$ cat src/rtl/core_axi_pkg.sv
// Shared AXI read-master constants, FSM state type and burst geometry.
package core_axi_pkg;

    localparam logic [1:0] AXI_BURST_INCR  = 2'b01;
    localparam logic [1:0] AXI_BURST_WRAP  = 2'b10;

    localparam logic [1:0] AXI_RESP_OKAY   = 2'b00;
    localparam logic [1:0] AXI_RESP_EXOKAY = 2'b01;
    localparam logic [1:0] AXI_RESP_SLVERR = 2'b10;
    localparam logic [1:0] AXI_RESP_DECERR = 2'b11;

    localparam logic [2:0] AXI_SIZE_8B     = 3'b011;
    localparam logic [7:0] AXI_LEN_4BEAT   = 8'd3;

    localparam int unsigned BEATS_PER_BLOCK = 4;
    localparam int unsigned BEAT_IDX_W      = $clog2(BEATS_PER_BLOCK);

    typedef enum logic [1:0] {
        RD_IDLE,
        RD_ADDR,
        RD_DATA,
        RD_DONE
    } rd_state_t;

endpackage

$ cat src/rtl/core_dcache_axi_read_master_if.sv
// AXI4 read address/data channels between the dcache read master and the
// interconnect.
//   master: drives AR payload/arvalid and rready
//   slave : drives arready and the R payload/rvalid
interface core_dcache_axi_read_master_if #(
    parameter int unsigned ADDR_WIDTH = 64,
    parameter int unsigned DATA_WIDTH = 64,
    parameter int unsigned ID_WIDTH   = 4
) ();
    logic [ID_WIDTH-1:0]   arid;
    logic [ADDR_WIDTH-1:0] araddr;
    logic [7:0]            arlen;
    logic [2:0]            arsize;
    logic [1:0]            arburst;
    logic                  arvalid;
    logic                  arready;
    logic [DATA_WIDTH-1:0] rdata;
    logic [1:0]            rresp;
    logic                  rlast;
    logic                  rvalid;
    logic                  rready;

    modport master (
        output arid, araddr, arlen, arsize, arburst, arvalid, rready,
        input  arready, rdata, rresp, rlast, rvalid
    );

    modport slave (
        input  arid, araddr, arlen, arsize, arburst, arvalid, rready,
        output arready, rdata, rresp, rlast, rvalid
    );
endinterface

$ cat src/rtl/core_axi_beat_assembler.sv
// Places accepted R beats into the cache-line register.
//   i_clk, i_rst_n : clock, async active-low reset
//   i_clear        : start of a burst, zeroes the beat counter
//   i_start_word   : line word receiving beat 0 (wraps mod 4)
//   i_beat_valid   : R handshake this cycle
//   i_beat_data    : R payload
//   o_beat_cnt     : beats accepted so far in this burst (mod 4)
//   o_line         : assembled line; untouched words keep their old value
module core_axi_beat_assembler
    import core_axi_pkg::*;
#(
    parameter int unsigned DATA_WIDTH  = 64,
    parameter int unsigned BLOCK_WIDTH = 256
) (
    input  logic                   i_clk,
    input  logic                   i_rst_n,
    input  logic                   i_clear,
    input  logic [BEAT_IDX_W-1:0]  i_start_word,
    input  logic                   i_beat_valid,
    input  logic [DATA_WIDTH-1:0]  i_beat_data,
    output logic [BEAT_IDX_W-1:0]  o_beat_cnt,
    output logic [BLOCK_WIDTH-1:0] o_line
);
    logic [BEAT_IDX_W-1:0]  beat_cnt_q, beat_cnt_d;
    logic [BLOCK_WIDTH-1:0] line_q, line_d;
    logic [BEAT_IDX_W-1:0]  word_idx;

    // Counter and placement; the 2-bit sum wraps for critical-word-first fills.
    always_comb begin
        beat_cnt_d = beat_cnt_q;
        line_d     = line_q;
        word_idx   = i_start_word + beat_cnt_q;
        if (i_clear) begin
            beat_cnt_d = '0;
        end else if (i_beat_valid) begin
            beat_cnt_d = beat_cnt_q + BEAT_IDX_W'(1);
            line_d[int'(word_idx)*DATA_WIDTH +: DATA_WIDTH] = i_beat_data;
        end
    end

    always_ff @(posedge i_clk or negedge i_rst_n) begin
        if (!i_rst_n) begin
            beat_cnt_q <= '0;
            line_q     <= '0;
        end else begin
            beat_cnt_q <= beat_cnt_d;
            line_q     <= line_d;
        end
    end

    assign o_beat_cnt = beat_cnt_q;
    assign o_line     = line_q;
endmodule

$ cat src/rtl/core_dcache_axi_read_master.sv
// Turns a dcache block-fill request into one 4-beat AXI4 read burst and
// returns the assembled line with a one-cycle done pulse.
//   i_clk, i_rst_n       : clock, async active-low reset
//   i_mem_read_req       : fill request (level)
//   i_mem_read_address   : miss byte address
//   o_mem_read_done      : one-cycle pulse, o_block_to_cache valid
//   o_block_to_cache     : assembled line, word k = bytes 8k..8k+7
//   o_read_error         : pulses with done if any beat errored
//   axi                  : AXI AR/R channels (master modport)
// Optional build macro DCACHE_AXI_CRITICAL_WORD_FIRST_EN: WRAP burst starting
// at the missed 8-byte word instead of an aligned INCR burst.
module core_dcache_axi_read_master
    import core_axi_pkg::*;
#(
    parameter int unsigned ADDR_WIDTH     = 64,
    parameter int unsigned AXI_DATA_WIDTH = 64,
    parameter int unsigned BLOCK_WIDTH    = 256,
    parameter int unsigned ID_WIDTH       = 4,
    parameter int unsigned ARID_VALUE     = 0
) (
    input  logic                   i_clk,
    input  logic                   i_rst_n,
    input  logic                   i_mem_read_req,
    input  logic [ADDR_WIDTH-1:0]  i_mem_read_address,
    output logic                   o_mem_read_done,
    output logic [BLOCK_WIDTH-1:0] o_block_to_cache,
    output logic                   o_read_error,
    core_dcache_axi_read_master_if.master axi
);
    rd_state_t             state_q, state_d;
    logic [ADDR_WIDTH-1:0] araddr_q, araddr_d;
    logic [BEAT_IDX_W-1:0] start_word_q, start_word_d;
    logic                  err_flag_q, err_flag_d;
    logic                  arvalid_q, arvalid_d;
    logic                  rready_q, rready_d;
    logic                  done_q, done_d;
    logic                  read_error_q, read_error_d;
    logic                  burst_start;
    logic                  beat_fire;
    logic [BEAT_IDX_W-1:0] beat_cnt;
    logic                  unused_addr_bits;

    assign unused_addr_bits = ^i_mem_read_address[4:0];
    assign beat_fire        = axi.rvalid & rready_q;

    // Next state, burst bookkeeping and next values of the registered outputs.
    always_comb begin
        state_d      = state_q;
        araddr_d     = araddr_q;
        start_word_d = start_word_q;
        err_flag_d   = err_flag_q;
        burst_start  = 1'b0;
        case (state_q)
            RD_IDLE: begin
                if (i_mem_read_req) begin
`ifdef DCACHE_AXI_CRITICAL_WORD_FIRST_EN
                    araddr_d     = {i_mem_read_address[ADDR_WIDTH-1:3], 3'b000};
                    start_word_d = i_mem_read_address[4:3];
`else
                    araddr_d     = {i_mem_read_address[ADDR_WIDTH-1:5], 5'b00000};
                    start_word_d = '0;
`endif
                    err_flag_d   = 1'b0;
                    burst_start  = 1'b1;
                    state_d      = RD_ADDR;
                end
            end
            RD_ADDR: begin
                if (axi.arready) begin
                    state_d = RD_DATA;
                end
            end
            RD_DATA: begin
                if (beat_fire) begin
                    if (axi.rresp != AXI_RESP_OKAY) begin
                        err_flag_d = 1'b1;
                    end
                    // rlast is only checked; completion is by beat count.
                    if (axi.rlast != (beat_cnt == BEAT_IDX_W'(BEATS_PER_BLOCK - 1))) begin
                        err_flag_d = 1'b1;
                    end
                    if (beat_cnt == BEAT_IDX_W'(BEATS_PER_BLOCK - 1)) begin
                        state_d = RD_DONE;
                    end
                end
            end
            RD_DONE: begin
                state_d = RD_IDLE;
            end
            default: begin
                state_d = RD_IDLE;
            end
        endcase
        arvalid_d    = (state_d == RD_ADDR);
        rready_d     = (state_d == RD_DATA);
        done_d       = (state_d == RD_DONE);
        read_error_d = (state_d == RD_DONE) & err_flag_d;
    end

    always_ff @(posedge i_clk or negedge i_rst_n) begin
        if (!i_rst_n) begin
            state_q      <= RD_IDLE;
            araddr_q     <= '0;
            start_word_q <= '0;
            err_flag_q   <= 1'b0;
            arvalid_q    <= 1'b0;
            rready_q     <= 1'b0;
            done_q       <= 1'b0;
            read_error_q <= 1'b0;
        end else begin
            state_q      <= state_d;
            araddr_q     <= araddr_d;
            start_word_q <= start_word_d;
            err_flag_q   <= err_flag_d;
            arvalid_q    <= arvalid_d;
            rready_q     <= rready_d;
            done_q       <= done_d;
            read_error_q <= read_error_d;
        end
    end

    core_axi_beat_assembler #(
        .DATA_WIDTH  (AXI_DATA_WIDTH),
        .BLOCK_WIDTH (BLOCK_WIDTH)
    ) u_beat_assembler (
        .i_clk        (i_clk),
        .i_rst_n      (i_rst_n),
        .i_clear      (burst_start),
        .i_start_word (start_word_q),
        .i_beat_valid (beat_fire),
        .i_beat_data  (axi.rdata),
        .o_beat_cnt   (beat_cnt),
        .o_line       (o_block_to_cache)
    );

    assign axi.arid    = ID_WIDTH'(ARID_VALUE);
    assign axi.araddr  = araddr_q;
    assign axi.arlen   = AXI_LEN_4BEAT;
    assign axi.arsize  = AXI_SIZE_8B;
`ifdef DCACHE_AXI_CRITICAL_WORD_FIRST_EN
    assign axi.arburst = AXI_BURST_WRAP;
`else
    assign axi.arburst = AXI_BURST_INCR;
`endif
    assign axi.arvalid = arvalid_q;
    assign axi.rready  = rready_q;

    assign o_mem_read_done = done_q;
    assign o_read_error    = read_error_q;
endmodule

$ cat src/flat_wrapper.sv
// flat-port wrapper written by rule: the top's interface ports become plain ports
module core_dcache_axi_read_master_flat import core_axi_pkg::*;
#(
    parameter int unsigned ADDR_WIDTH     = 64,
    parameter int unsigned AXI_DATA_WIDTH = 64,
    parameter int unsigned BLOCK_WIDTH    = 256,
    parameter int unsigned ID_WIDTH       = 4,
    parameter int unsigned ARID_VALUE     = 0
)
  (i_clk, i_rst_n, i_mem_read_req, i_mem_read_address, o_mem_read_done, o_block_to_cache, o_read_error, axi_arid, axi_araddr, axi_arlen, axi_arsize, axi_arburst, axi_arvalid, axi_rready, axi_arready, axi_rdata, axi_rresp, axi_rlast, axi_rvalid);
  core_dcache_axi_read_master_if #(.ADDR_WIDTH(ADDR_WIDTH), .DATA_WIDTH(64), .ID_WIDTH(ID_WIDTH)) axi_i ();
  input  logic i_clk;
  input  logic i_rst_n;
  input  logic i_mem_read_req;
  input  logic [ADDR_WIDTH-1:0] i_mem_read_address;
  output logic o_mem_read_done;
  output logic [BLOCK_WIDTH-1:0] o_block_to_cache;
  output logic o_read_error;
  output wire logic [$bits(axi_i.arid)-1:0] axi_arid;
  output wire logic [$bits(axi_i.araddr)-1:0] axi_araddr;
  output wire logic [$bits(axi_i.arlen)-1:0] axi_arlen;
  output wire logic [$bits(axi_i.arsize)-1:0] axi_arsize;
  output wire logic [$bits(axi_i.arburst)-1:0] axi_arburst;
  output wire logic [$bits(axi_i.arvalid)-1:0] axi_arvalid;
  output wire logic [$bits(axi_i.rready)-1:0] axi_rready;
  input wire logic [$bits(axi_i.arready)-1:0] axi_arready;
  input wire logic [$bits(axi_i.rdata)-1:0] axi_rdata;
  input wire logic [$bits(axi_i.rresp)-1:0] axi_rresp;
  input wire logic [$bits(axi_i.rlast)-1:0] axi_rlast;
  input wire logic [$bits(axi_i.rvalid)-1:0] axi_rvalid;
  assign axi_arid = axi_i.arid;
  assign axi_araddr = axi_i.araddr;
  assign axi_arlen = axi_i.arlen;
  assign axi_arsize = axi_i.arsize;
  assign axi_arburst = axi_i.arburst;
  assign axi_arvalid = axi_i.arvalid;
  assign axi_rready = axi_i.rready;
  assign axi_i.arready = axi_arready;
  assign axi_i.rdata = axi_rdata;
  assign axi_i.rresp = axi_rresp;
  assign axi_i.rlast = axi_rlast;
  assign axi_i.rvalid = axi_rvalid;
  core_dcache_axi_read_master #(.ADDR_WIDTH(ADDR_WIDTH), .AXI_DATA_WIDTH(AXI_DATA_WIDTH), .BLOCK_WIDTH(BLOCK_WIDTH), .ID_WIDTH(ID_WIDTH), .ARID_VALUE(ARID_VALUE)) u_core (.i_clk(i_clk), .i_rst_n(i_rst_n), .i_mem_read_req(i_mem_read_req), .i_mem_read_address(i_mem_read_address), .o_mem_read_done(o_mem_read_done), .o_block_to_cache(o_block_to_cache), .o_read_error(o_read_error), .axi(axi_i));
endmodule
$ cat config.mk
export PLATFORM = sky130hd
export DESIGN_NAME = core_dcache_axi_read_master_flat
export DESIGN_NICKNAME = d
export VERILOG_FILES = /design/src/rtl/core_axi_pkg.sv /design/src/rtl/core_dcache_axi_read_master_if.sv /design/src/rtl/core_axi_beat_assembler.sv /design/src/rtl/core_dcache_axi_read_master.sv /design/src/flat_wrapper.sv
export SDC_FILE = /design/constraint.sdc
export NUM_CORES = 1
export LEC_CHECK = 0
export CAP_MARGIN = 20
export CORE_ASPECT_RATIO = 0.5
export CORE_MARGIN = 5
export CORE_UTILIZATION = 45
export CTS_CLUSTER_DIAMETER = 60
export CTS_CLUSTER_SIZE = 40
export DETAILED_ROUTE_END_ITERATION = 16
export PLACE_DENSITY = 0.83
export SLEW_MARGIN = 5
export SYNTH_ARGS = -nofsm -noshare
export SYNTH_HDL_FRONTEND = slang
export SYNTH_SLANG_ARGS = --single-unit
$ cat constraint.sdc
create_clock -name i_clk -period 2.6 [get_ports i_clk]
set_input_delay 0.52 -clock i_clk [delete_from_list [all_inputs] [get_ports i_clk]]
set_output_delay 0.52 -clock i_clk [all_outputs]
set_load 0.1 [all_outputs]
* Word-level counts from Yosys, hierarchy flattened
Index checks and enable logic that the tools add are counted.
Widths: inputs -> output; s select.
** Cells by class
- Shifts and indexed selects :: 2
- Equality and inequality tests :: 8
- Bitwise operators :: 3
- $add $sub $neg :: 2
- Reduce and logical (&&, ||, !) cells :: 5
- Mux-type cells :: 15
** Operators by type and width (count)
- $bwmux 256 :: 1
- $shift 64x34->256 const A :: 1
- $shiftx 64x34->256 :: 1
- $neg 8->34 :: 1
- $mux 2 :: 6
- $eq 2x2->1 const B :: 5
- $pmux 2 s4 :: 1
- $mux 1 :: 6
- $eq 2x1->1 const B :: 2
- $reduce_and 2->1 :: 2
- $reduce_bool 2->1 :: 2
- $add 2x1->2 const B :: 1
- $and 1x1->1 :: 2
- $logic_not 2->1 :: 1
- $pmux 1 s2 :: 1
- $ne 1x1->1 :: 1
- $not 1->1 :: 1
** Storage, ports and cells
- Register bits after elaboration :: 324
- Output and inout bits :: 341

* Longest topological paths before layout
- Depth after elaboration :: 6
- Mapped depth :: 7
- Depth with buffers taken out :: 5

* Hierarchy
A second synthesis with hierarchy kept.
** Second synthesis, totals
- Cell total of the unflattened synthesis :: 963
- Area, all modules :: 13020.0 um2
** Modules (own cells, without submodules)
- core_axi_beat_assembler :: times used 1, sequential area each 6456.2 um2, cells an instance 788, area each 10332.4 um2
- core_dcache_axi_read_master :: times used 1, sequential area each 1651.6 um2, cells an instance 175, area each 2687.6 um2

* Worst setup path after synthesis
OpenSTA, ideal clock, no wires.
- Path type :: register to register
- Start point :: register u_core.rready_q (netlist: u_core.axi.rready)
- End point :: register u_core.u_beat_assembler.line_q[100] (netlist: u_core.u_beat_assembler.o_line[100])
- Period minus slack after synthesis :: 2211 ps
- Arrival :: 2088 ps
- Data required time :: 2477 ps
- Stages on the path, launching flop included :: 6
- Setup slack :: 389 ps
- Cell sequence :: dfrtp_1 nand2_2 or3b_1 buf_2 buf_6 a22o_1
** Between the ends
- Longest elaborated chain between the ends :: 2
** Ends and longest elaborated chain
- start, declared :: RTL line core_dcache_axi_read_master.sv:35 : logic rready_q, rready_d;
- start signal, assigned :: RTL line core_dcache_axi_read_master.sv:116 : rready_q <= rready_d;
- $and 1x1->1 :: RTL line core_dcache_axi_read_master.sv:44 : assign beat_fire = axi.rvalid & rready_q;
- $reduce_and 2->1 (no line)
- end signal, assigned :: RTL line core_axi_beat_assembler.sv:47 : line_q <= line_d;
- end, declared :: RTL line core_axi_beat_assembler.sv:25 : logic [BLOCK_WIDTH-1:0] line_q, line_d;
No other way between the ends.
A chain may end at the register's enable or synchronous reset.

* Worst setup path after layout
- Start point :: register u_core.u_beat_assembler.beat_cnt_q[1] (netlist: u_core.u_beat_assembler.o_beat_cnt[1])
- End point :: register u_core.u_beat_assembler.line_q[111] (netlist: u_core.u_beat_assembler.o_line[111])
** Between the ends
- Longest elaborated chain between the ends :: 3
- Elaborated cells between the ends (all ways) :: 4
- Classes of those cells :: add/sub (1); shift (2); mux (1)
** Ends and longest elaborated chain
- start, declared :: RTL line core_axi_beat_assembler.sv:24 : logic [BEAT_IDX_W-1:0] beat_cnt_q, beat_cnt_d;
- start signal, assigned :: RTL line core_axi_beat_assembler.sv:46 : beat_cnt_q <= beat_cnt_d;
- $neg 8->34 (*) :: RTL line core_axi_beat_assembler.sv:37 : line_d[int'(word_idx)*DATA_WIDTH +: DATA_WIDTH] = i_beat_data;
- $shiftx 64x34->256 / $shift 64x34->256 (equally long branches) :: RTL line core_axi_beat_assembler.sv:37
- $bwmux 256 (*) :: RTL line core_axi_beat_assembler.sv:37
Every way passes the cells marked *; elsewhere a longest branch is shown, timed or not.

==> flow_summary.ini <==
[global_routing]
grt-ovfl-total = 0
antenna_found_initial = 0
grt_use_total = 0.2205
grt_pass1_wl_mm = 59.94
grt_max_degree = 79
grt_pass1_vias = 10010

[sta]
slew_violations = 0
min_period_ns = 2.402
hold_viol = 0
max_freq_mhz = 416.3
setup_viol = 0
post-route-period-util = 0.9238
hold-worst-slack_ns = 0.5109
tns_ns = 0
rsz0062_at_grt = false
slew_headroom = 0.3239
finClkSkew_ns = 0.02378
worst_pin_slew_ns = 1.011

[floorplanning]
dieArea_mm2 = 0.03401
ios = 477
dieWidth_um = 255.8
placementRows = 45
coreArea_mm2 = 0.03007
start_util = 0.4523
fp.dieH_um = 132.9

[critical_path]
worstSetupPathType = reg -> reg
cp-end-kind = register
worstPathRequired_ns = 3.07
path_max_fanout = 20
worstSetupStartpointType = register
path_cells = inv_1 -> ha_1 -> nand4b_1 -> nor3_4 -> buf_4 -> a22o_1
cp.arrival_ns = 2.87
slowest_stage = nor3_4
crit_path_max_incr_delay_ns = 0.79

[cts]
cts_hold_buf = 1
insertion_delay_ns = 0.53
cts_tree = done
root_buffer = clkbuf_16
cts_resized = 0
post_cts_buffers = 0
cts_buffer_depth = 3
htreeDepth = 1
tritoncts_num_sinks = 324
cts_made_buffers = 15
clkTransAtPathRegs_ns = 0.15

[finish]
area_growth_pct = 34.70
diodes = 0
final_cell_mix = buf_4, dfrtp_1, inv_1
nets = 1722
final_core_utilization = 0.6092
layout_commonest_cell = buf_4
drive_gt1_frac = 0.2802

[routing]
vias_per_cell = 4.907
first_iter_violations = 667
wl_per_cell_um = 19.81
wirelength_mm = 39.36
ant_nets = 0
vias = 9750
drc = 0
drt-pass1-iter-count = 7

[yosys]
yosysUniqueCellTypes = 32
synth_compound_area_frac = 0.04306
synth_top_family_by_area = multiplexers
syn_area_mm2 = 0.01360
ys_warn_count = 0
ys_ff_latch = 324
synth_xor_area_frac = 0.001288
synthArstFlopShare = 1.000
synth_edf_count = 0
synth_fa_ha_area_frac = 0.005521
synth_simple_gate_area_share = 0.06597
syn_inst = 1147
synth_flop_cell = dfrtp_1
ys_seq_area_frac = 0.5962
syn_avg_cell_area_um2 = 11.86
synthMuxAreaShare = 0.1902

[run_status]
run_status = completed

[placed_design]
portBuffers = 449
dp.final_hpwl_mm = 28.28
gp_congestion = 0.8479

[worst_hold_path]
hold_class = in -> async

[run]
cap_violations = 0
-- worst paths after layout --
path,startpoint,cells after the start,endpoint,slack (ns)
worst max-delay path,u_core.u_beat_assembler.o_beat_cnt[1],6,u_core.u_beat_assembler.o_line[111],0.20
worst min-delay path,i_rst_n,2,u_core.u_beat_assembler.o_line[85],0.51
worst max register to register,u_core.u_beat_assembler.o_beat_cnt[1],6,u_core.u_beat_assembler.o_line[111],0.20
worst min register to register,u_core.err_flag_q,2,u_core.err_flag_q,0.51
max in group asynchronous,i_rst_n,3,u_core.axi.araddr[50],1.26
min in group i_clk,u_core.err_flag_q,2,u_core.err_flag_q,0.51
-- final cells by class --
class / instances / area, µm²
Clock buffer: 15 / 375.4
Clock inverter: 10 / 180.2
Fill cell: 2489 / 11750
Inverter: 194 / 728.2
Multi-Input combinational cell: 565 / 4289
Sequential cell: 324 / 8108
Tap cell: 399 / 499.2
Timing Repair Buffer: 480 / 4136
-- per-stage QoR --
step | cells | setup slack, ns | instance area [µm²]
4_1_cts | 1987 | 0.2159 | 18320
2_1_floorplan | 1167 | 0.3893 | 13670
5_1_grt | 1987 | 0.08134 | 18320
3_5_place_dp | 1961 | 0.07069 | 17750
3_3_place_gp | 1961 | 0.1354 | 17750
6_report | 1987 | 0.1980 | 18320
-- sequential cells by signal, summed over array words and instances, names as in the netlist --
register and flops:
u_core.axi.araddr 59, u_core.axi.arvalid 1, u_core.err_flag_q 1, u_core.o_read_error 1, u_core.u_beat_assembler.o_line 256, u_core.o_mem_read_done 1, u_core.axi.rready 1, u_core.u_beat_assembler.o_beat_cnt 2
u_core.state_q 2
-- worst max-delay path, delay by kind of cell (launching register included) --
family                   cells  cell delay (ns)
AND/OR/NAND/NOR              2             1.02
buffers and inverters        2             0.45
adder cells (fa/ha/maj)      1             0.24
flip-flops                   1             0.45
AO/OA/AOI/OAI                1             0.16
-- cell usage after synthesis (2+ instances only) --
cell / number / area, µm²
dfrtp_1: 324 / 8108
inv_1: 194 / 728.2
nand2_1: 193 / 724.4
mux2i_1: 192 / 1922
a22o_1: 64 / 560.5
mux2_2: 59 / 664.4
buf_4: 29 / 217.7
buf_6: 20 / 225.2
clkbuf_1: 20 / 75.07
buf_2: 15 / 75.07
ha_1: 6 / 75.07
nor3b_1: 5 / 37.54
nor3b_2: 3 / 37.54
conb_1: 2 / 7.510
nand2b_1: 2 / 12.51
nand3_1: 2 / 10.01
nor2_1: 2 / 7.510
-- logic make-up (layout without fill, tap and decap cells) --
kind of cell,Yosys count,after routing
AOI/OAI and AO/OA,68,68
xor gates and xnor gates,2,2
adders and majority gates,6,6
buffers and inverters,278,699
DFF,324,324
muxes,251,251
other,2,22
and+or+nand+nor,216,216
-- per-layer routing --
layer	global-route usage	share of wire	vias up
met5	0	0	-
met4	0.09012	0.048	0
met3	0.03318	0.040	91
met2	0.3832	0.51	269
met1	0.2799	0.41	4919
li1	-	-	4471
Power is left out: the tool's default activity adds up to more than one toggle a clock period on the data nets, which glitch-free logic cannot reach.
